`src/rtl/exe_pkg.sv`:
```
// exe_pkg: shared ALU command, shift-type and flag-index constants for the execute stage
package exe_pkg;
  localparam logic [3:0] CMD_MOV = 4'b0001;
  localparam logic [3:0] CMD_MVN = 4'b1001;
  localparam logic [3:0] CMD_ADD = 4'b0010;
  localparam logic [3:0] CMD_ADC = 4'b0011;
  localparam logic [3:0] CMD_SUB = 4'b0100;
  localparam logic [3:0] CMD_SBC = 4'b0101;
  localparam logic [3:0] CMD_AND = 4'b0110;
  localparam logic [3:0] CMD_ORR = 4'b0111;
  localparam logic [3:0] CMD_EOR = 4'b1000;
  localparam logic [1:0] SH_LSL = 2'b00;
  localparam logic [1:0] SH_LSR = 2'b01;
  localparam logic [1:0] SH_ASR = 2'b10;
  localparam logic [1:0] SH_ROR = 2'b11;
  localparam int FLAG_N = 3;
  localparam int FLAG_Z = 2;
  localparam int FLAG_C = 1;
  localparam int FLAG_V = 0;
endpackage

```
`src/rtl/val2_generator.sv`:
```
// val2_generator: combinational second-operand former (rotated immediate, memory offset or shifted Rm)
module val2_generator
  import exe_pkg::*;
#(
  parameter int WIDTH = 32
) (
  input  logic [WIDTH-1:0] val_rm,
  input  logic [11:0]      shift_operand,
  input  logic             imm,
  input  logic             mem_op,
  output logic [WIDTH-1:0] val2
);
  function automatic logic [WIDTH-1:0] ror(input logic [WIDTH-1:0] x, input logic [4:0] a);
    return (x >> a) | (x << (WIDTH - int'(a)));
  endfunction
  logic [4:0]       sh;
  logic [1:0]       sh_type;
  logic [WIDTH-1:0] imm_rot, asr;
  always_comb begin
    sh      = shift_operand[11:7];
    sh_type = shift_operand[6:5];
    imm_rot = ror({{(WIDTH-8){1'b0}}, shift_operand[7:0]}, {shift_operand[11:8], 1'b0});
    asr     = $unsigned($signed(val_rm) >>> sh);
    val2    = imm                ? imm_rot :
              mem_op             ? {{(WIDTH-12){1'b0}}, shift_operand} :
              sh_type == SH_LSL  ? val_rm << sh :
              sh_type == SH_LSR  ? val_rm >> sh :
              sh_type == SH_ASR  ? asr : ror(val_rm, sh);
  end
endmodule

```
`src/rtl/exe_stage_unit.sv`:
```
// exe_stage_unit: ARM-subset execute stage with ALU, NZCV status register, branch resolve and EX/MEM register
// Optional operand forwarding muxes are enabled by defining EXE_FORWARDING_EN.
module exe_stage_unit
  import exe_pkg::*;
#(
  parameter int WIDTH      = 32,
  parameter int REG_ADDR_W = 4
) (
  input  logic                  clk,
  input  logic                  rst,
  input  logic                  freeze,
  input  logic [WIDTH-1:0]      pc_in,
  input  logic [3:0]            exe_cmd_in,
  input  logic                  mem_r_en_in,
  input  logic                  mem_w_en_in,
  input  logic                  wb_en_in,
  input  logic                  b_in,
  input  logic                  s_in,
  input  logic                  carry_in,
  input  logic [WIDTH-1:0]      val_rn_in,
  input  logic [WIDTH-1:0]      val_rm_in,
  input  logic                  imm_in,
  input  logic [11:0]           shift_operand_in,
  input  logic [23:0]           signed_imm_24_in,
  input  logic [REG_ADDR_W-1:0] dest_in,
`ifdef EXE_FORWARDING_EN
  input  logic [1:0]            sel_src1,
  input  logic [1:0]            sel_src2,
  input  logic [WIDTH-1:0]      mem_fwd_val,
  input  logic [WIDTH-1:0]      wb_fwd_val,
`endif
  output logic                  branch_taken,
  output logic [WIDTH-1:0]      branch_addr,
  output logic [3:0]            status,
  output logic [WIDTH-1:0]      alu_res_out,
  output logic [WIDTH-1:0]      val_rm_out,
  output logic [REG_ADDR_W-1:0] dest_out,
  output logic                  wb_en_out,
  output logic                  mem_r_en_out,
  output logic                  mem_w_en_out
);
  logic [WIDTH-1:0]      rn, rm, val2, op_b, res;
  logic [WIDTH:0]        sum;
  logic                  cin, sub, arith, known, v;
  logic [3:0]            status_d, status_q;
  logic [WIDTH-1:0]      alu_res_d, alu_res_q, val_rm_d, val_rm_q;
  logic [REG_ADDR_W-1:0] dest_d, dest_q;
  logic                  wb_en_d, wb_en_q, mem_r_en_d, mem_r_en_q, mem_w_en_d, mem_w_en_q;
`ifdef EXE_FORWARDING_EN
  assign rn = sel_src1 == 2'b01 ? mem_fwd_val : sel_src1 == 2'b10 ? wb_fwd_val : val_rn_in;
  assign rm = sel_src2 == 2'b01 ? mem_fwd_val : sel_src2 == 2'b10 ? wb_fwd_val : val_rm_in;
`else
  assign rn = val_rn_in;
  assign rm = val_rm_in;
`endif
  val2_generator #(.WIDTH(WIDTH)) u_val2 (
    .val_rm       (rm),
    .shift_operand(shift_operand_in),
    .imm          (imm_in),
    .mem_op       (mem_r_en_in | mem_w_en_in),
    .val2         (val2)
  );
  // Subtraction is Rn + ~Val2 + cin, so C comes out directly as NOT borrow
  always_comb begin
    sub   = exe_cmd_in == CMD_SUB || exe_cmd_in == CMD_SBC;
    arith = sub || exe_cmd_in == CMD_ADD || exe_cmd_in == CMD_ADC;
    known = arith || exe_cmd_in inside {CMD_MOV, CMD_MVN, CMD_AND, CMD_ORR, CMD_EOR};
    cin   = exe_cmd_in == CMD_SUB ? 1'b1 :
            (exe_cmd_in == CMD_ADC || exe_cmd_in == CMD_SBC) ? carry_in : 1'b0;
    op_b  = sub ? ~val2 : val2;
    sum   = {1'b0, rn} + {1'b0, op_b} + {{WIDTH{1'b0}}, cin};
    v     = (rn[WIDTH-1] == op_b[WIDTH-1]) && (sum[WIDTH-1] != rn[WIDTH-1]);
    res   = arith                    ? sum[WIDTH-1:0] :
            exe_cmd_in == CMD_MOV    ? val2 :
            exe_cmd_in == CMD_MVN    ? ~val2 :
            exe_cmd_in == CMD_AND    ? rn & val2 :
            exe_cmd_in == CMD_ORR    ? rn | val2 :
            exe_cmd_in == CMD_EOR    ? rn ^ val2 : '0;
    status_d   = (s_in && !freeze && known) ?
                 {res[WIDTH-1], res == '0, arith ? sum[WIDTH] : status_q[FLAG_C], arith ? v : status_q[FLAG_V]} :
                 status_q;
    alu_res_d  = freeze ? alu_res_q  : res;
    val_rm_d   = freeze ? val_rm_q   : rm;
    dest_d     = freeze ? dest_q     : dest_in;
    wb_en_d    = freeze ? wb_en_q    : wb_en_in;
    mem_r_en_d = freeze ? mem_r_en_q : mem_r_en_in;
    mem_w_en_d = freeze ? mem_w_en_q : mem_w_en_in;
  end
  always_ff @(posedge clk or negedge rst) begin
    if (!rst) begin
      status_q   <= '0;
      alu_res_q  <= '0;
      val_rm_q   <= '0;
      dest_q     <= '0;
      wb_en_q    <= 1'b0;
      mem_r_en_q <= 1'b0;
      mem_w_en_q <= 1'b0;
    end else begin
      status_q   <= status_d;
      alu_res_q  <= alu_res_d;
      val_rm_q   <= val_rm_d;
      dest_q     <= dest_d;
      wb_en_q    <= wb_en_d;
      mem_r_en_q <= mem_r_en_d;
      mem_w_en_q <= mem_w_en_d;
    end
  end
  assign branch_taken = b_in & ~freeze;
  assign branch_addr  = pc_in + {{(WIDTH-26){signed_imm_24_in[23]}}, signed_imm_24_in, 2'b00};
  assign status       = status_q;
  assign alu_res_out  = alu_res_q;
  assign val_rm_out   = val_rm_q;
  assign dest_out     = dest_q;
  assign wb_en_out    = wb_en_q;
  assign mem_r_en_out = mem_r_en_q;
  assign mem_w_en_out = mem_w_en_q;
endmodule

```
`config.mk`:
```
export PLATFORM = sky130hd
export DESIGN_NAME = exe_stage_unit
export DESIGN_NICKNAME = d
export VERILOG_FILES = /design/src/rtl/exe_pkg.sv /design/src/rtl/val2_generator.sv /design/src/rtl/exe_stage_unit.sv
export SDC_FILE = /design/constraint.sdc
export NUM_CORES = 1
export LEC_CHECK = 0
export CORE_UTILIZATION = 40
export CTS_CLUSTER_DIAMETER = 100
export DETAILED_ROUTE_END_ITERATION = 8
export RECOVER_POWER = 25
export SLEW_MARGIN = 20
export SYNTH_ARGS = -nofsm -noshare
export SYNTH_HDL_FRONTEND = slang
export SYNTH_SLANG_ARGS = --single-unit
```
`constraint.sdc`:
```
create_clock -name clk -period 4.73 [get_ports clk]
set_input_delay 0.473 -clock clk [delete_from_list [all_inputs] [get_ports clk]]
set_output_delay 0.473 -clock clk [all_outputs]
set_load 0.005 [all_outputs]
```
==> impl_metrics.tcl <==
set metrics [dict create \
    arrival_ps 5910 \
    synth_flop_cell "dfrtp_1" \
    cts_buffers 9 \
    switching_share_pct 44.0 \
    route.detailed.drc 0 \
    combPwrFrac_pct 73.5 \
    status "complete, but fails checks" \
    clkPwrFrac_pct 12.2 \
    ant_nets 0 \
    ys_ff_latch 75 \
    grt_pass1_wl_mm 141 \
    syn-instance-count 2112 \
    timing.rr.end "val_rm_out[4]" \
    power.total_uw 5560 \
    layout-drive-gt1-share_pct 41.3 \
    syn_nets 2392 \
    hold_buffers 0 \
    dp_slack_ps -1900 \
    crit_required_ps 4980 \
    violations "capacitance limit, slew limit, setup timing" \
    clk_pin_slew_ps 70 \
    layout_commonest_cell "buf_4" \
    synth_edf_count 0 \
    cp-end-kind "register" \
    hold-worst-slack_ps 490 \
    routed_wl_mm 97.2 \
    cap_violations 2 \
    seq_power_share_pct 14.3 \
    cts_root_buf "clkbuf_16" \
    slowest_stage "mux4_2" \
    power.density_nw_per_um2 205 \
    routedWlPerCell_microns 28.0 \
    multi_input_area_sq_um 15400 \
    grt_max_degree 76 \
    postSynthAreaPerCell_sq_um 8.00 \
    p_switching_uw 2440 \
    cts_max_path_buffers 2 \
    register_area_sq_um 1880 \
    final_nets 3216 \
    ys_warn_count 0 \
    overflow 0 \
    cts_sinks 75 \
    place_congestion 1.16 \
    synth_cell_types 89 \
    num_antenna_cells 0 \
    die-area_sq_um 43100 \
    start_util_pct 41.0 \
    critPathCapture "status[2]" \
    worst_pin_slew_ps 2190 \
    crit_top_cell "a21o_1" \
    p_int_uw 3110 \
    fillers 3451 \
    ys_seq_area_share_pct 11.1 \
    min_period_over_period_pct 120 \
    grt_usage_pct 43.5 \
    fin_crit_ps 5660 \
    grt_pass1_vias 21900 \
    fin_ws_ps -927 \
    die_h_microns 208 \
    port_buffers 253 \
    r2r-start "val_rm_out[4]" \
    vias 22500 \
    rows 74 \
    maxSlewViolCount 116 \
    cpPeakStageDelay_ps 600 \
    r2r_setup_slack_ps 3890 \
    skew_ps 0 \
    die_w_microns 208 \
    vias_per_cell 6.47 \
    hold_viol_final 0 \
    max_slew_margin_pct -46.3 \
    setup_viol 20 \
    io_pins 258 \
    post-dp-hpwl_mm 77.2 \
    htreeDepth 3 \
    tns_ps -8470 \
    reg2regPathDepth 1 \
    hold_path_class "reg2reg" \
    critPathMaxFanout 7 \
    fmaxAchievable_mhz 177 \
    antenna_found_initial 1 \
    cts_tree "yes" \
    crit_path_start "shift_operand_in[7]" \
    fin_util_pct 65.7 \
    path_class "in2reg" \
    startpoint_type "primary input" \
    areaGrowthSynthToFinish_pct 60.2 \
    drt_iter0_drc 3154 \
    core_area_sq_um 41200 \
    rsz0062_at_grt "true" \
    clk_latency_ps 350 \
    power_leakage_uw 0.0121 \
    mappedNetlistArea_sq_um 16900 \
    synth_async_sr_flop_share_pct 100 \
    final_cell_mix "buf_4 (703), clkdlybuf4s50_1 (212), nand2_1 (174), nor2_1 (129), a21oi_1 (125)" \
    max-vdd-ir-drop_v 0.000334 \
    drt_pass1_iterations 7 \
]
[worst max-delay path: cells and delay by family]
family	cells	cell delay [ps]
xor gates and xnor gates	2	260
buffers and inverters	6	840
AOI/OAI and AO/OA	13	2680
adders and majority gates	1	370
and+or+nand+nor	1	110
muxes	2	1170
[per-stage QoR]
stage | instance area, sq um | cells
4_1_cts | 26500 | 3459
5_1_grt | 27100 | 3473
6_report | 27100 | 3473
3_5_place_dp | 24800 | 3385
2_1_floorplan | 17300 | 2112
3_3_place_gp | 24800 | 3385
[final cells by class]
type	count	share of cell area [%]
multi-input cells	1747	56.8
flip-flops and latches	75	6.93
clock inverters	7	0.217
clock buffers	9	0.832
repair buffers	1006	31.3
inverters	97	1.41
well taps	532	2.46
[worst min-delay path by stage]
stage                    startpoint              end  slack, ps  cells after the start
floorplan                       rst   alu_res_out[0]        180                      0
global placement     alu_res_out[4]   alu_res_out[4]        480                      2
detailed placement  alu_res_out[15]  alu_res_out[15]        480                      2
CTS                             rst  alu_res_out[27]        290                      1
global route         val_rm_out[15]   val_rm_out[15]        510                      1
finish              alu_res_out[15]  alu_res_out[15]        490                      2
[sequential cells by signal, summed over array words and instances (netlist names)]
name / cells
mem_r_en_out: 1
status: 4
wb_en_out: 1
mem_w_en_out: 1
alu_res_out: 32
dest_out: 4
val_rm_out: 32
[power by group through the flow]
stage               clock (uW)  combinational (uW)  sequential, uW
floorplan                    0                1670             798
CTS                        693                3810             796
detailed placement           0                3510             805
global route               707                4250             805
finish                     679                4080             796
global placement             0                3470             804
[what timing repair did]
action	4_1_cts	5_1_grt
gates resized for setup	271	116
setup buffers	62	24
pin swaps	91	74
gates cloned	2	0
endpoints found under the setup margin	33	38
[cell usage after synthesis (all sizes together) (31+ instances only)]
library cell / instances / area share, %
mux4: 85 / 11
ha: 127 / 9.4
nor2: 141 / 3.1
nor3: 43 / 1.3
clkbuf: 134 / 3.0
buf: 59 / 1.9
a21oi: 146 / 4.3
nand2: 181 / 4.0
xor2: 32 / 1.7
inv: 97 / 2.2
dfrtp: 75 / 11
a211oi: 31 / 1.4
mux2: 112 / 7.5
xnor2: 64 / 3.4
nand3: 48 / 1.4
a21o: 33 / 1.5
mux2i: 108 / 6.4
o21ai: 126 / 3.7
a31oi: 41 / 1.5
[routing by layer]
metal  part of all wire (%)  track usage [%]
met4                    5.9             21.8
met2                     41             64.7
met5                  0.013                0
met3                     13             12.2
met1                     40             57.5
[logic make-up after synthesis]
group,Yosys count,share of synthesized area (%)
AOI/OAI and AO/OA,646,25.8
and+or+nand+nor,570,16.1
muxes,305,25.2
buffers and inverters,290,7.04
adders and majority gates,130,9.76
xor gates and xnor gates,96,5.07
DFF,75,11.1
(Power assumes the default switching activity.)
